<file path="config.mk">
export PLATFORM = sky130hd
export DESIGN_NAME = spi_cmd_ctrl
export DESIGN_NICKNAME = d
export VERILOG_FILES = /design/src/rtl/spi_pkg.sv /design/src/rtl/spi_regbank.sv /design/src/rtl/spi_cmd_ctrl.sv
export SDC_FILE = /design/constraint.sdc
export NUM_CORES = 1
export LEC_CHECK = 0
export ABC_CLOCK_PERIOD_IN_PS = 2700
export BUFFER_PORTS_ARGS = -buffer_cell sky130_fd_sc_hd__buf_4
export CORE_AREA = 2 2 101 103
export DETAILED_ROUTE_END_ITERATION = 10
export DIE_AREA = 0 0 103 105
export PLACE_DENSITY = 0.65
export SLEW_MARGIN = 0
export SYNTH_ARGS = -nofsm -noshare
export SYNTH_HDL_FRONTEND = slang
export SYNTH_SLANG_ARGS = --single-unit
</file>
<file path="constraint.sdc">
create_clock -name clk -period 2.7 [get_ports clk]
set_clock_uncertainty 0.05 [all_clocks]
set_input_delay 0.405 -clock clk [delete_from_list [all_inputs] [get_ports clk]]
set_output_delay 0.405 -clock clk [all_outputs]
set_load 0.01 [all_outputs]
</file>
<file path="src/rtl/spi_pkg.sv">
// Shared constants for the SPI command controller: FSM encoding and command fields.
package spi_pkg;

  typedef enum logic [1:0] {
    ST_IDLE  = 2'd0,
    ST_CMD   = 2'd1,
    ST_WRITE = 2'd2,
    ST_READ  = 2'd3
  } state_t;

  // Bit of the command byte that selects write (1) or read (0)
  localparam int          CMD_WR_BIT    = 7;
  // Byte shifted out on MISO while the command byte is being received
  localparam logic [7:0]  STATUS_MARKER = 8'hA5;

endpackage

</file>
<file path="src/rtl/spi_regbank.sv">
// Register bank: synchronous write, combinational SPI read port, registered local read port.
module spi_regbank
  import spi_pkg::*;
#(
  parameter int DATA_WIDTH = 8,
  parameter int ADDR_WIDTH = 3
) (
  input  logic                  clk,
  input  logic                  i_rst,
  input  logic                  i_we,
  input  logic [ADDR_WIDTH-1:0] i_waddr,
  input  logic [DATA_WIDTH-1:0] i_wdata,
  input  logic [ADDR_WIDTH-1:0] i_spi_raddr,
  output logic [DATA_WIDTH-1:0] o_spi_rdata,
  input  logic [ADDR_WIDTH-1:0] i_loc_raddr,
  output logic [DATA_WIDTH-1:0] o_loc_rdata
);

  localparam int DEPTH = 1 << ADDR_WIDTH;

  logic [DEPTH-1:0][DATA_WIDTH-1:0] r_mem;
  logic [DATA_WIDTH-1:0]            r_loc_rdata;

  // Storage array, cleared by reset, written by the SPI path
  always_ff @(posedge clk) begin
    if (!i_rst) begin
      r_mem <= '0;
    end else if (i_we) begin
      r_mem[i_waddr] <= i_wdata;
    end
  end

  // Local readback samples the pre-write contents, so a same-cycle write shows up one cycle later
  always_ff @(posedge clk) begin
    if (!i_rst) begin
      r_loc_rdata <= '0;
    end else begin
      r_loc_rdata <= r_mem[i_loc_raddr];
    end
  end

  assign o_spi_rdata = r_mem[i_spi_raddr];
  assign o_loc_rdata = r_loc_rdata;

endmodule

</file>
<file path="src/rtl/spi_cmd_ctrl.sv">
// SPI command controller: decodes command/data bytes of each CS frame into bank
// writes or MISO preloads. All outputs are registered; each response lands one
// cycle after the event that triggers it.
module spi_cmd_ctrl
  import spi_pkg::*;
#(
  parameter int DATA_WIDTH = 8,
  parameter int ADDR_WIDTH = 3
) (
  input  logic                  clk,
  input  logic                  i_rst,
  input  logic                  i_cs_n,
  input  logic                  i_rx_valid,
  input  logic [DATA_WIDTH-1:0] i_rx_data,
  output logic                  o_tx_load,
  output logic [DATA_WIDTH-1:0] o_tx_data,
  input  logic [ADDR_WIDTH-1:0] i_reg_addr,
  output logic [DATA_WIDTH-1:0] o_reg_rdata,
  output logic                  o_frame_done,
  output logic                  o_wr_strobe
);

  state_t                r_state, w_state_nx;
  logic [ADDR_WIDTH-1:0] r_ptr, w_ptr_nx;
  // Previous CS level; resets low so a frame still active across reset is not re-entered
  logic                  r_cs_q;
  logic                  r_tx_load, w_tx_load_nx;
  logic [DATA_WIDTH-1:0] r_tx_data, w_tx_data_nx;
  logic                  r_frame_done, w_frame_done_nx;
  logic                  r_wr_strobe;
  logic                  w_we;
  logic [ADDR_WIDTH-1:0] w_cmd_addr;
  logic [ADDR_WIDTH-1:0] w_spi_raddr;
  logic [DATA_WIDTH-1:0] w_spi_rdata;

  assign w_cmd_addr = i_rx_data[ADDR_WIDTH-1:0];

  // State register
  always_ff @(posedge clk) begin
    if (!i_rst) begin
      r_state <= ST_IDLE;
    end else begin
      r_state <= w_state_nx;
    end
  end

  // Next-state, pointer, bank write and next values of the registered outputs
  always_comb begin
    w_state_nx      = r_state;
    w_ptr_nx        = r_ptr;
    w_tx_load_nx    = 1'b0;
    w_tx_data_nx    = r_tx_data;
    w_frame_done_nx = 1'b0;
    w_we            = 1'b0;
    w_spi_raddr     = r_ptr;
    if (r_state == ST_IDLE) begin
      // Only a genuine high-to-low CS edge opens a frame; rx_valid is ignored here
      if (r_cs_q && !i_cs_n) begin
        w_state_nx   = ST_CMD;
        w_tx_load_nx = 1'b1;
        w_tx_data_nx = STATUS_MARKER;
      end
    end else if (i_cs_n) begin
      // Frame end beats a coincident rx_valid: the byte is dropped
      w_state_nx      = ST_IDLE;
      w_frame_done_nx = 1'b1;
    end else if (i_rx_valid) begin
      case (r_state)
        ST_CMD: begin
          if (i_rx_data[CMD_WR_BIT]) begin
            w_state_nx = ST_WRITE;
            w_ptr_nx   = w_cmd_addr;
          end else begin
            // Read the start address directly so the first byte loads without an extra cycle
            w_state_nx   = ST_READ;
            w_spi_raddr  = w_cmd_addr;
            w_tx_load_nx = 1'b1;
            w_tx_data_nx = w_spi_rdata;
            w_ptr_nx     = w_cmd_addr + ADDR_WIDTH'(1);
          end
        end
        ST_WRITE: begin
          w_we     = 1'b1;
          w_ptr_nx = r_ptr + ADDR_WIDTH'(1);
        end
        ST_READ: begin
          w_tx_load_nx = 1'b1;
          w_tx_data_nx = w_spi_rdata;
          w_ptr_nx     = r_ptr + ADDR_WIDTH'(1);
        end
        default: begin
          w_state_nx = ST_IDLE;
        end
      endcase
    end
  end

  // Pointer, CS history and registered strobes/data
  always_ff @(posedge clk) begin
    if (!i_rst) begin
      r_ptr        <= '0;
      r_cs_q       <= 1'b0;
      r_tx_load    <= 1'b0;
      r_tx_data    <= '0;
      r_frame_done <= 1'b0;
      r_wr_strobe  <= 1'b0;
    end else begin
      r_ptr        <= w_ptr_nx;
      r_cs_q       <= i_cs_n;
      r_tx_load    <= w_tx_load_nx;
      r_tx_data    <= w_tx_data_nx;
      r_frame_done <= w_frame_done_nx;
      r_wr_strobe  <= w_we;
    end
  end

  spi_regbank #(
    .DATA_WIDTH (DATA_WIDTH),
    .ADDR_WIDTH (ADDR_WIDTH)
  ) u_regbank (
    .clk         (clk),
    .i_rst       (i_rst),
    .i_we        (w_we),
    .i_waddr     (r_ptr),
    .i_wdata     (i_rx_data),
    .i_spi_raddr (w_spi_raddr),
    .o_spi_rdata (w_spi_rdata),
    .i_loc_raddr (i_reg_addr),
    .o_loc_rdata (o_reg_rdata)
  );

  assign o_tx_load    = r_tx_load;
  assign o_tx_data    = r_tx_data;
  assign o_frame_done = r_frame_done;
  assign o_wr_strobe  = r_wr_strobe;

endmodule

</file>
==> PnR_summary.wiki <==
{| class="wikitable"
! Metric !! Value
|-
| Result of the run || finished clean
|-
| Worst voltage drop across the vdd grid || 0.0002249 V
|-
| Layout overhead on the synthesized area || 13.01%
|-
| Max Cap Viol || 0
|-
| Capture endpoint of the worst hold path || r_cs_q
|-
| Power per cell area || 444.3 nW/um^2
|-
| Total Routed Length || 12420 microns
|-
| First-pass GRT wire length || 20230 microns
|-
| Proportion of layout cells with a drive suffix above 1 || 23.18%
|-
| Top post-synthesis cells by area || sky130_fd_sc_hd__dfxtp_1 37%, sky130_fd_sc_hd__mux2i_1 15%, sky130_fd_sc_hd__nor2b_1 8.5%
|-
| Number of nets in the finished design || 525
|-
| Worst reg-to-reg setup slack || 0.12 ns
|-
| CTS Root Buffer Type || sky130_fd_sc_hd__clkbuf_8
|-
| Clk Latency, worst-skew pair || 0.36 ns
|-
| Clock Sink Count || 89
|-
| Setup repair after global routing missed its margin || true
|-
| Antenna violations before repair || 0
|-
| #FFs+latches synth || 89
|-
| Number of enable-type register cells in the synthesized netlist || 0
|-
| Yosys Warn Count || 0
|-
| Data arrival time at the worst-slack endpoint || 2.78 ns
|-
| Leakage || 0.002086 uW
|-
| FF-to-FF Start || r_state[0]
|-
| Setup-failing EPs final || 0
|-
| Instance count along the most critical hold path || 2
|-
| Worst r2r path cells || 8
|-
| Crit path capture type || flop
|-
| Area of the die || 10820 sq um
|-
| Number of buffers inserted by hold repair at cts || 0
|-
| Detailed-router iteration count before antenna repair || 4
|-
| H-tree depth || 3
|-
| Top cell type by total area after synthesis || sky130_fd_sc_hd__dfxtp_1
|-
| Dominant register cell in the synthesized netlist || sky130_fd_sc_hd__dfxtp_1
|-
| Gate Count Post-Synth || 473
|-
| Placement row count || 36
|-
| Total half-perimeter wirelength after legalization and detailed placement || 8534 microns
|-
| CP Data Required Time || 2.89 ns
|-
| Synth unique cells || 56
|-
| DIE HEIGHT || 105 microns
|-
| Count of final hold-check violations || 0
|-
| Average cell area after synthesis || 10.13 sq um
|-
| Max-slew violations || 0
|-
| Vias in the first global route || 3709
|-
| Routability Congestion || 0.8603
|-
| WHS || 0.3073 ns
|-
| Highest net fanout along the worst path || 9
|-
| Part of the Yosys area used for sequential elements || 37.20%
|-
| Number of clock buffers inserted by TritonCTS || 9
|-
| Transition time of the tightest slew-check pin || 0.6050 ns
|-
| TritonCTS clock tree || done
|-
| Min-delay worst type || primary input to flop
|-
| Via total after detailed routing || 3777
|-
| Overall global routing resource usage || 24.30%
|-
| Worst setup SP type || flop
|-
| Top cell type's share of synthesized area || 37.20%
|-
| Mapped Area || 4790 sq um
|-
| Worst Path Class, Setup || flop to flop
|-
| Ys async rst share || 0%
|-
| Remaining number of nets flagged by the antenna check after routing || 0
|-
| Total overflow reported by the global router || 0
|-
| Final Instance Count excl. Fillers || 642
|-
| Overall Power || 2405 uW
|-
| Part of the cycle the worst path needs || 95.62%
|-
| Die boundary width || 103 microns
|-
| Final antenna diode count || 0
|-
| Max Root-Sink Buffers || 2
|-
| Maximum number of pins on one net before global-route repair || 56
|-
| Number of placed I/O pins || 34
|-
| Setup crit start || r_state[0]
|-
| Final core utilization || 56.15%
|-
| Endpoint of the worst-slack reg-to-reg timing path || o_tx_data[4]
|-
| Net count after synthesis || 494
|-
| Initial Utilization || 49.69%
|-
| Ratio of routed vias to standard cells || 5.883
|-
| Worst hold start || i_cs_n
|-
| Finished Cell Area || 5413 sq um
|-
| Minimum period implied by the final worst setup slack || 2.582 ns
|-
| Clock slew at reported path FFs || 0.09 ns
|-
| Total core area || 9639 sq um
|-
| DR iter-0 viols || 225
|-
| Detailed-route wire length per cell || 19.35 microns
|-
| Inst Count DP || 625
|-
| PortBufs || 33
|-
| Placed Instance Area || 5204 sq um
|-
| DR DRC count || 0
|-
| F_max || 387.3 MHz
|-
| Worst slew margin relative to its limit || 59.61%
|}
## final cells by class
type / count / area [sq um]
clock buffer: 11 / 131.4
tap: 133 / 166.4
inverter: 6 / 22.52
timing repair buffer: 57 / 427.9
fill: 903 / 4227
sequential: 89 / 1782
multi-input combinational: 341 / 2843
clock inverter: 5 / 40.04
## cells by family after synthesis
group / share of synthesized area [%]
buffers and inverters: 4.284
flip-flops: 37.20
adder cells (fa/ha/maj): 1.567
XOR/XNOR: 0.3658
AO/OA/AOI/OAI: 14.21
AND/OR/NAND/NOR: 19.49
multiplexers: 22.88
## synthesized netlist by cell type, types with 2 or more instances
library cell / n
sky130_fd_sc_hd__clkbuf_1: 18
sky130_fd_sc_hd__mux4_2: 16
sky130_fd_sc_hd__dfxtp_1: 89
sky130_fd_sc_hd__nand2_2: 2
sky130_fd_sc_hd__o211a_1: 2
sky130_fd_sc_hd__nor3b_1: 3
sky130_fd_sc_hd__a22oi_2: 4
sky130_fd_sc_hd__a21boi_0: 10
sky130_fd_sc_hd__buf_1: 4
sky130_fd_sc_hd__ha_1: 6
sky130_fd_sc_hd__inv_1: 6
sky130_fd_sc_hd__nand3_2: 2
sky130_fd_sc_hd__nand3b_1: 3
sky130_fd_sc_hd__and2_1: 2
sky130_fd_sc_hd__nor2b_1: 65
sky130_fd_sc_hd__a311o_1: 4
sky130_fd_sc_hd__a211oi_1: 6
sky130_fd_sc_hd__and3_1: 9
sky130_fd_sc_hd__a211o_1: 4
sky130_fd_sc_hd__xnor2_1: 2
sky130_fd_sc_hd__o22ai_2: 2
sky130_fd_sc_hd__mux2i_1: 72
sky130_fd_sc_hd__o21a_1: 5
sky130_fd_sc_hd__a2111oi_0: 4
sky130_fd_sc_hd__buf_6: 2
sky130_fd_sc_hd__a22oi_1: 3
sky130_fd_sc_hd__nor2_1: 4
sky130_fd_sc_hd__nand2b_1: 3
sky130_fd_sc_hd__a21oi_1: 9
sky130_fd_sc_hd__o21ai_1: 2
sky130_fd_sc_hd__o211ai_1: 2
sky130_fd_sc_hd__a2bb2oi_1: 4
sky130_fd_sc_hd__a221oi_2: 2
sky130_fd_sc_hd__buf_4: 5
sky130_fd_sc_hd__a31o_2: 2
sky130_fd_sc_hd__o21ai_0: 10
sky130_fd_sc_hd__buf_2: 8
sky130_fd_sc_hd__nand2_1: 41
sky130_fd_sc_hd__a221o_1: 4
sky130_fd_sc_hd__nand3_1: 16
## layer usage
layer / vias up / track usage, % / part of all wire, %
met5: - / 0 / 0
met3: 28 / 3.813 / 5.3
met1: 1831 / 34.41 / 46
li1: 1767 / - / -
met2: 151 / 37.24 / 46
met4: 0 / 8.647 / 2.5
## cell usage in the layout, fill, tap and decap left out, types with 10 or more instances in the layout
master / count
sky130_fd_sc_hd__dfxtp_1: 89
sky130_fd_sc_hd__mux2i_1: 72
sky130_fd_sc_hd__nor2b_1: 65
sky130_fd_sc_hd__buf_4: 57
sky130_fd_sc_hd__nand2_1: 41
sky130_fd_sc_hd__mux4_2: 16
sky130_fd_sc_hd__nand3_1: 16
sky130_fd_sc_hd__o21ai_0: 10
sky130_fd_sc_hd__a21boi_0: 10
## worst max path at each step
stage	slack, ns	cells after the start	endpoint
2_1_floorplan	0.49	9	o_tx_data[4]
3_3_place_gp	0.15	9	o_tx_data[6]
3_5_place_dp	0.10	9	o_tx_data[4]
4_1_cts	0.08	9	o_tx_data[4]
5_1_grt	-0.008	8	o_tx_data[6]
6_report	0.12	8	o_tx_data[4]
## report_power, final
part           total (uW)  leakage, uW  internal, uW  switching, uW
combinational         242      0.00129           101            140
sequential           1330     0.000718          1320           11.5
clock                 830    0.0000762           340            490
total                2400      0.00209          1760            641
## state kept, by name, summed over array words and instances (netlist names)
register               flops
o_frame_done               1
o_wr_strobe                1
o_tx_load                  1
u_regbank.r_mem           64
o_tx_data                  8
r_cs_q                     1
r_ptr                      3
r_state                    2
u_regbank.o_loc_rdata      8
## stage by stage
stage	setup WS, ns	TNS (ns)
6_report	0.1183	0
5_1_grt	-0.008239	-0.01540
4_1_cts	0.08416	0
3_5_place_dp	0.1007	0
3_3_place_gp	0.1483	0
2_1_floorplan	0.4883	0
## worst max-delay path, cell delays in order (launching register included)
cell,delay (ns)
sky130_fd_sc_hd__dfxtp_1,0.39
sky130_fd_sc_hd__inv_1,0.08
sky130_fd_sc_hd__ha_1,0.29
sky130_fd_sc_hd__or3b_4,0.48
sky130_fd_sc_hd__o21ai_2,0.15
sky130_fd_sc_hd__nand2_1,0.24
sky130_fd_sc_hd__a2111oi_0,0.52
sky130_fd_sc_hd__a311o_1,0.21
sky130_fd_sc_hd__a22oi_2,0.05
## what timing repair did
action                     CTS  global route
resized for setup            0             6
buffers inserted             0             1
setup endpoints to repair    0             8
(Power assumes the default switching activity.)
